$ cat config.mk
export PLATFORM = sky130hd
export DESIGN_NAME = inst_fetch_unit_flat
export DESIGN_NICKNAME = d
export VERILOG_FILES = /design/src/rtl/inst_fetch_unit_pkg.sv /design/src/rtl/inst_fetch_unit_if.sv /design/src/rtl/inst_fetch_unit_icache_array.sv /design/src/rtl/inst_fetch_unit.sv /design/src/flat_wrapper.sv
export SDC_FILE = /design/constraint.sdc
export NUM_CORES = 1
export LEC_CHECK = 0
export CAP_MARGIN = 10
export CORE_ASPECT_RATIO = 2
export CORE_UTILIZATION = 40
export CTS_BUF_LIST = sky130_fd_sc_hd__clkbuf_8
export DETAILED_ROUTE_END_ITERATION = 10
export PLACE_DENSITY = 0.67
export SYNTH_ARGS = -nofsm -noshare
export SYNTH_HDL_FRONTEND = slang
export SYNTH_SLANG_ARGS = --single-unit
$ cat constraint.sdc
create_clock -name clk_in -period 3.3 [get_ports clk_in]
set_input_delay 0.66 -clock clk_in [delete_from_list [all_inputs] [get_ports clk_in]]
set_output_delay 0.66 -clock clk_in [all_outputs]
set_load 0.03 [all_outputs]
$ cat src/rtl/inst_fetch_unit_pkg.sv
// Shared widths, handshake levels, FSM encoding and PC helper for the instruction fetch unit.
package inst_fetch_unit_pkg;

    localparam int ADDR_WIDTH = 32;
    localparam int DATA_WIDTH = 32;

    localparam logic [ADDR_WIDTH-1:0] INST_BYTES = 32'd4;
    localparam logic [ADDR_WIDTH-1:0] ZERO_ADDR  = 32'h0000_0000;
    localparam logic [DATA_WIDTH-1:0] ZERO_DATA  = 32'h0000_0000;

    localparam logic READY       = 1'b1;
    localparam logic UNAVAILABLE = 1'b0;

    typedef enum logic [1:0] {
        FETCH = 2'd0,
        MISS  = 2'd1,
        HOLD  = 2'd2
    } fetch_state_e;

    // Sequential PC step; wraps modulo 2^32.
    function automatic logic [ADDR_WIDTH-1:0] next_pc(input logic [ADDR_WIDTH-1:0] pc);
        return pc + INST_BYTES;
    endfunction

endpackage

$ cat src/rtl/inst_fetch_unit_if.sv
// Fetch handshake between the instruction fetch unit (master) and the memory controller (slave).
interface inst_fetch_unit_if;
    import inst_fetch_unit_pkg::*;

    logic                  transmit_to_mem_ctrl;
    logic [ADDR_WIDTH-1:0] inst_addr_to_mem_ctrl;
    logic                  inst_rdy_from_mem_ctrl;
    logic [DATA_WIDTH-1:0] inst_from_mem_ctrl;

    modport master (
        output transmit_to_mem_ctrl,
        output inst_addr_to_mem_ctrl,
        input  inst_rdy_from_mem_ctrl,
        input  inst_from_mem_ctrl
    );

    modport slave (
        input  transmit_to_mem_ctrl,
        input  inst_addr_to_mem_ctrl,
        output inst_rdy_from_mem_ctrl,
        output inst_from_mem_ctrl
    );

endinterface

$ cat src/rtl/inst_fetch_unit_icache_array.sv
// Direct-mapped one-word-per-line instruction cache storage: combinational read, synchronous fill.
module inst_fetch_unit_icache_array
    import inst_fetch_unit_pkg::*;
#(
    parameter int LINES = 128,
    parameter int IW    = $clog2(LINES),
    parameter int TW    = ADDR_WIDTH - 2 - IW
) (
    input  logic                  clk_in,
    input  logic                  rst_in,
    input  logic [IW-1:0]         rd_index,
    output logic                  rd_valid,
    output logic [TW-1:0]         rd_tag,
    output logic [DATA_WIDTH-1:0] rd_data,
    input  logic                  we,
    input  logic [IW-1:0]         wr_index,
    input  logic [TW-1:0]         wr_tag,
    input  logic [DATA_WIDTH-1:0] wr_data
);

    logic [LINES-1:0]      valid_r;
    logic [TW-1:0]         tag_r  [LINES];
    logic [DATA_WIDTH-1:0] data_r [LINES];

    // Valid bits: the only cache state cleared by reset.
    always_ff @(posedge clk_in) begin
        if (!rst_in) begin
            valid_r <= {LINES{1'b0}};
        end else if (we) begin
            valid_r[wr_index] <= 1'b1;
        end
    end

    // Tag and data payload, written on a fill.
    always_ff @(posedge clk_in) begin
        if (we) begin
            tag_r[wr_index]  <= wr_tag;
            data_r[wr_index] <= wr_data;
        end
    end

    assign rd_valid = valid_r[rd_index];
    assign rd_tag   = tag_r[rd_index];
    assign rd_data  = data_r[rd_index];

endmodule

$ cat src/rtl/inst_fetch_unit.sv
// Instruction fetch unit: PC, memory-controller fetch handshake, optional I-cache, queue streaming.
// Build option: define ICACHE_EN to include the direct-mapped instruction cache.
module inst_fetch_unit
    import inst_fetch_unit_pkg::*;
#(
    parameter logic [ADDR_WIDTH-1:0] RESET_PC     = 32'h0000_0000,
    parameter int                    ICACHE_LINES = 128
) (
    input  logic                   clk_in,
    input  logic                   rst_in,
    input  logic                   rdy_in,
    inst_fetch_unit_if.master      mem_if,
    input  logic                   queue_full_in,
    output logic                   inst_valid_out,
    output logic [DATA_WIDTH-1:0]  inst_out,
    output logic [ADDR_WIDTH-1:0]  pc_out,
    input  logic                   flush_in,
    input  logic [ADDR_WIDTH-1:0]  target_pc_in
);

    fetch_state_e          state_r, state_n;
    logic [ADDR_WIDTH-1:0] pc_r, pc_n;
    logic                  transmit_r, transmit_n;
    logic [ADDR_WIDTH-1:0] addr_r, addr_n;
    logic                  valid_r, valid_n;
    logic [DATA_WIDTH-1:0] inst_r, inst_n;
    logic [ADDR_WIDTH-1:0] pc_out_r, pc_out_n;
    logic [DATA_WIDTH-1:0] hold_r, hold_n;
    logic                  hit_s;
    logic [DATA_WIDTH-1:0] cache_data_s;

`ifdef ICACHE_EN
    localparam int IW = $clog2(ICACHE_LINES);
    localparam int TW = ADDR_WIDTH - 2 - IW;

    logic          rd_valid_s;
    logic [TW-1:0] rd_tag_s;
    logic          fill_s;

    // A ready pulse that loses to a flush or a frozen cycle must not fill.
    assign fill_s = (state_r == MISS) && (mem_if.inst_rdy_from_mem_ctrl == READY) && !flush_in && rdy_in;

    inst_fetch_unit_icache_array #(
        .LINES(ICACHE_LINES)
    ) u_icache (
        .clk_in   (clk_in),
        .rst_in   (rst_in),
        .rd_index (pc_r[2+IW-1:2]),
        .rd_valid (rd_valid_s),
        .rd_tag   (rd_tag_s),
        .rd_data  (cache_data_s),
        .we       (fill_s),
        .wr_index (addr_r[2+IW-1:2]),
        .wr_tag   (addr_r[ADDR_WIDTH-1:2+IW]),
        .wr_data  (mem_if.inst_from_mem_ctrl)
    );

    assign hit_s = rd_valid_s && (rd_tag_s == pc_r[ADDR_WIDTH-1:2+IW]);
`else
    assign hit_s        = 1'b0;
    assign cache_data_s = ZERO_DATA;
`endif

    // Next-state and registered-output decode; flush overrides all state logic.
    always_comb begin
        state_n    = state_r;
        pc_n       = pc_r;
        transmit_n = transmit_r;
        addr_n     = addr_r;
        valid_n    = 1'b0;
        inst_n     = inst_r;
        pc_out_n   = pc_out_r;
        hold_n     = hold_r;
        if (flush_in) begin
            pc_n       = target_pc_in;
            transmit_n = 1'b0;
            state_n    = FETCH;
        end else begin
            case (state_r)
                FETCH: begin
                    if (queue_full_in) begin
                        state_n = FETCH;
                    end else if (hit_s) begin
                        valid_n  = 1'b1;
                        inst_n   = cache_data_s;
                        pc_out_n = pc_r;
                        pc_n     = next_pc(pc_r);
                    end else begin
                        transmit_n = 1'b1;
                        addr_n     = pc_r;
                        state_n    = MISS;
                    end
                end
                MISS: begin
                    if (mem_if.inst_rdy_from_mem_ctrl == READY) begin
                        transmit_n = 1'b0;
                        if (!queue_full_in) begin
                            valid_n  = 1'b1;
                            inst_n   = mem_if.inst_from_mem_ctrl;
                            pc_out_n = pc_r;
                            pc_n     = next_pc(pc_r);
                            state_n  = FETCH;
                        end else begin
                            hold_n  = mem_if.inst_from_mem_ctrl;
                            state_n = HOLD;
                        end
                    end else begin
                        state_n = MISS;
                    end
                end
                HOLD: begin
                    if (!queue_full_in) begin
                        valid_n  = 1'b1;
                        inst_n   = hold_r;
                        pc_out_n = pc_r;
                        pc_n     = next_pc(pc_r);
                        state_n  = FETCH;
                    end else begin
                        state_n = HOLD;
                    end
                end
                default: begin
                    state_n = FETCH;
                end
            endcase
        end
    end

    // State and output registers; reset beats the global enable, which freezes everything.
    always_ff @(posedge clk_in) begin
        if (!rst_in) begin
            state_r    <= FETCH;
            pc_r       <= RESET_PC;
            transmit_r <= 1'b0;
            addr_r     <= ZERO_ADDR;
            valid_r    <= 1'b0;
            inst_r     <= ZERO_DATA;
            pc_out_r   <= ZERO_ADDR;
            hold_r     <= ZERO_DATA;
        end else if (rdy_in) begin
            state_r    <= state_n;
            pc_r       <= pc_n;
            transmit_r <= transmit_n;
            addr_r     <= addr_n;
            valid_r    <= valid_n;
            inst_r     <= inst_n;
            pc_out_r   <= pc_out_n;
            hold_r     <= hold_n;
        end
    end

    assign mem_if.transmit_to_mem_ctrl  = transmit_r;
    assign mem_if.inst_addr_to_mem_ctrl = addr_r;
    assign inst_valid_out               = valid_r;
    assign inst_out                     = inst_r;
    assign pc_out                       = pc_out_r;

endmodule
$ cat src/flat_wrapper.sv
// flat-port wrapper written by rule: the top's interface ports become plain ports
module inst_fetch_unit_flat import inst_fetch_unit_pkg::*;
#(
    parameter logic [ADDR_WIDTH-1:0] RESET_PC     = 32'h0000_0000,
    parameter int                    ICACHE_LINES = 128
)
  (clk_in, rst_in, rdy_in, queue_full_in, inst_valid_out, inst_out, pc_out, flush_in, target_pc_in, mem_if_transmit_to_mem_ctrl, mem_if_inst_addr_to_mem_ctrl, mem_if_inst_rdy_from_mem_ctrl, mem_if_inst_from_mem_ctrl);
  inst_fetch_unit_if mem_if_i ();
  input  logic clk_in;
  input  logic rst_in;
  input  logic rdy_in;
  input  logic queue_full_in;
  output logic inst_valid_out;
  output logic [DATA_WIDTH-1:0] inst_out;
  output logic [ADDR_WIDTH-1:0] pc_out;
  input  logic flush_in;
  input  logic [ADDR_WIDTH-1:0] target_pc_in;
  output wire logic [$bits(mem_if_i.transmit_to_mem_ctrl)-1:0] mem_if_transmit_to_mem_ctrl;
  output wire logic [$bits(mem_if_i.inst_addr_to_mem_ctrl)-1:0] mem_if_inst_addr_to_mem_ctrl;
  input wire logic [$bits(mem_if_i.inst_rdy_from_mem_ctrl)-1:0] mem_if_inst_rdy_from_mem_ctrl;
  input wire logic [$bits(mem_if_i.inst_from_mem_ctrl)-1:0] mem_if_inst_from_mem_ctrl;
  assign mem_if_transmit_to_mem_ctrl = mem_if_i.transmit_to_mem_ctrl;
  assign mem_if_inst_addr_to_mem_ctrl = mem_if_i.inst_addr_to_mem_ctrl;
  assign mem_if_i.inst_rdy_from_mem_ctrl = mem_if_inst_rdy_from_mem_ctrl;
  assign mem_if_i.inst_from_mem_ctrl = mem_if_inst_from_mem_ctrl;
  inst_fetch_unit #(.RESET_PC(RESET_PC), .ICACHE_LINES(ICACHE_LINES)) u_core (.clk_in(clk_in), .rst_in(rst_in), .rdy_in(rdy_in), .mem_if(mem_if_i), .queue_full_in(queue_full_in), .inst_valid_out(inst_valid_out), .inst_out(inst_out), .pc_out(pc_out), .flush_in(flush_in), .target_pc_in(target_pc_in));
endmodule
==> impl_metrics.json <==
{
  "status": "completed",
  "netlist_instances": 879,
  "maxCapViolations": 0,
  "first_global_vias": 6052,
  "critPathArrivalTime_ps": 2790,
  "path_common_cell": "nand3_1",
  "synth.top_cells.by_count": "nand2_1 (235), dfxtp_1 (164), a21oi_1 (118), nor2_1 (57), clkbuf_1 (54)",
  "power_density_nw_per_um2": 430,
  "num_antenna_cells": 0,
  "ys.flop_type": "dfxtp_1",
  "slew_violations": 0,
  "relSlewSlack": 0.541,
  "synth_async_sr_flop_share": 0,
  "cts_root_buffer": "clkbuf_8",
  "via_count": 6566,
  "fp.dieH_um": 190,
  "peakVddDrop_mv": 0.287,
  "synth_warnings": 0,
  "drive_above_1_share": 0.0760,
  "worstHoldPathType": "reg -> reg",
  "synth_area_um2": 7040,
  "post_cts_resized": 0,
  "grt_pass1_wl_um": 31200,
  "port_buffers": 167,
  "viasPerCell": 5.31,
  "clk-insertion-delay-late_ps": 460,
  "drt-total-wl_um": 20300,
  "cp-start-kind": "register",
  "tritoncts": "yes",
  "tightest_slew_ps": 689,
  "crit_path_end_kind": "register",
  "critical_path.max_stage_delay_ps": 540,
  "wl_per_cell_um": 16.4,
  "synth_nets": 954,
  "clockBufferDepth": 2,
  "ys_seq_area_frac": 0.466,
  "synth_most_common_cell": "nand2_1",
  "crit_family": "simple AND/OR/NAND/NOR gates",
  "synth_edf_count": 0,
  "drcViolationCount": 0,
  "area_delta_synth_final_pct": 31.5,
  "grt-ovfl-total": 0,
  "die_w_um": 95.8,
  "critPathBufInv": 0,
  "synth_top_area_cell": "dfxtp_1",
  "clkTransAtPathRegs_ps": 90,
  "drt-pass1-iter-count": 5,
  "num_rows": 68,
  "die_area_um2": 18200,
  "fin_tns_setup_ps": 0,
  "maxClockFrequency_ghz": 0.419,
  "gp_congestion": 0.878,
  "yosysUniqueCellTypes": 59,
  "grt_max_degree": 66,
  "avgSynthCellArea_um2": 8.01,
  "nNetsFinal": 1088,
  "holdBufCountCts": 0,
  "ys_ff_latch": 164,
  "setup_viol": 0,
  "synth_top_area_frac": 0.466,
  "cts.sinks": 164,
  "worstSetupPathType": "reg -> reg",
  "drtIter0Drc": 339,
  "crit_chain": "ha_1 -> nand4_1 -> nor2_1 -> nand3_1 -> or4_1 -> nand3_1",
  "path_max_fanout": 7,
  "power.leakage_nw": 3.03,
  "post_cts_buffers": 0,
  "crit_slowest_cell": "nor2_1",
  "period_needed_ps": 2390,
  "rsz0062_at_grt": "no",
  "hold_violations": 0,
  "core_um2": 17300,
  "final_util": 0.536,
  "yosys-top-cells-area": "dfxtp_1 (47%), nand2_1 (13%), a21oi_1 (8.4%)",
  "crit_required_ps": 3700,
  "num_io_pins": 168,
  "fin_hold_ws_ps": 457,
  "fin_crit_sh": 0.724,
  "hpwlAfterDp_um": 14400,
  "fin_worst_skew_ps": 12.6,
  "antenna_left": 0,
  "cts_buffers": 17,
  "htreeDepth": 4,
  "start_util": 0.408,
  "antenna_found_initial": 0,
  "grt_usage": 0.225
}
routing by layer:
layer / vias to the layer above / wire [um] / global-route usage
met4: 0 / 779 / 0.117
met3: 41 / 872 / 0.0440
met2: 218 / 10800 / 0.401
met1: 2985 / 7820 / 0.244
li1: 3322 / - / -
met5: - / 0 / 0
metrics by stage:
step | area [um^2] | total power [mW] | cells | worst slack, ps
after CTS | 9260 | 4.03 | 1236 | 920
after detailed placement | 8840 | 2.47 | 1204 | 558
final | 9260 | 3.98 | 1236 | 911
after global placement | 8840 | 2.47 | 1204 | 628
after global routing | 9260 | 4.15 | 1236 | 766
after floorplan | 7040 | 2.29 | 879 | 1200
worst min-delay path: stages (launching register included):
cell and delay (ps):
dfxtp_1 310, nand2_1 50, a21oi_1 50
worst paths after layout:
| kind | start | endpoint | slack [ps] | cells after the start |
|---|---|---|---|---|
| worst min register to register | u_core.mem_if.inst_addr_to_mem_ctrl[20] | u_core.mem_if.inst_addr_to_mem_ctrl[20] | 460 | 2 |
| worst max-delay path | u_core.pc_r[2] | u_core.pc_r[30] | 910 | 6 |
| worst max register to register | u_core.pc_r[2] | u_core.pc_r[30] | 910 | 6 |
| worst min-delay path | u_core.mem_if.inst_addr_to_mem_ctrl[20] | u_core.mem_if.inst_addr_to_mem_ctrl[20] | 460 | 2 |
report_power, final:
group / switching, mW / internal [mW]
logic: 0.187 / 0.168
registers: 0.0547 / 2.01
clock network: 0.782 / 0.777
placed cells by master, fill, tap and decap left out, drive strengths merged, types with 5 or more instances in the layout:
cell type,instances
mux2i,34
o22ai,5
and3,9
nand4,11
a211oi,37
clkbuf,18
a22o,7
a21oi,118
o21ai,19
inv,12
and4,6
buf,20
nor3,7
clkdlybuf4s50,167
dfxtp,164
nand2,236
o211ai,6
nor2,58
nand3,19
ha,5
flip-flops by register name, summed over array words and instances, names as in the netlist:
register / flops
u_core.hold_r: 32
u_core.inst_out: 32
u_core.mem_if.inst_addr_to_mem_ctrl: 32
u_core.pc_out: 32
u_core.pc_r: 32
u_core.state_r: 2
u_core.inst_valid_out: 1
u_core.mem_if.transmit_to_mem_ctrl: 1
cells by family (layout without fill, tap and decap cells):
family          Yosys count  in the layout  share of synthesized area
buf+inv                  80            227                     0.0505
mux                      36             36                     0.0515
fa+ha+maj                 5              5                    0.00888
flops                   164            164                      0.466
compound gates          223            223                      0.194
simple gates            371            371                      0.229
area by class of cell:
class	count	area (um^2)
Fill cell	1658	8010
Multi-Input combinational cell	635	3420
Sequential cell	164	3280
Timing Repair Buffer	187	1830
Tap cell	210	263
Clock buffer	18	248
Clock inverter	14	175
Inverter	8	32.5
(Power assumes the default switching activity.)
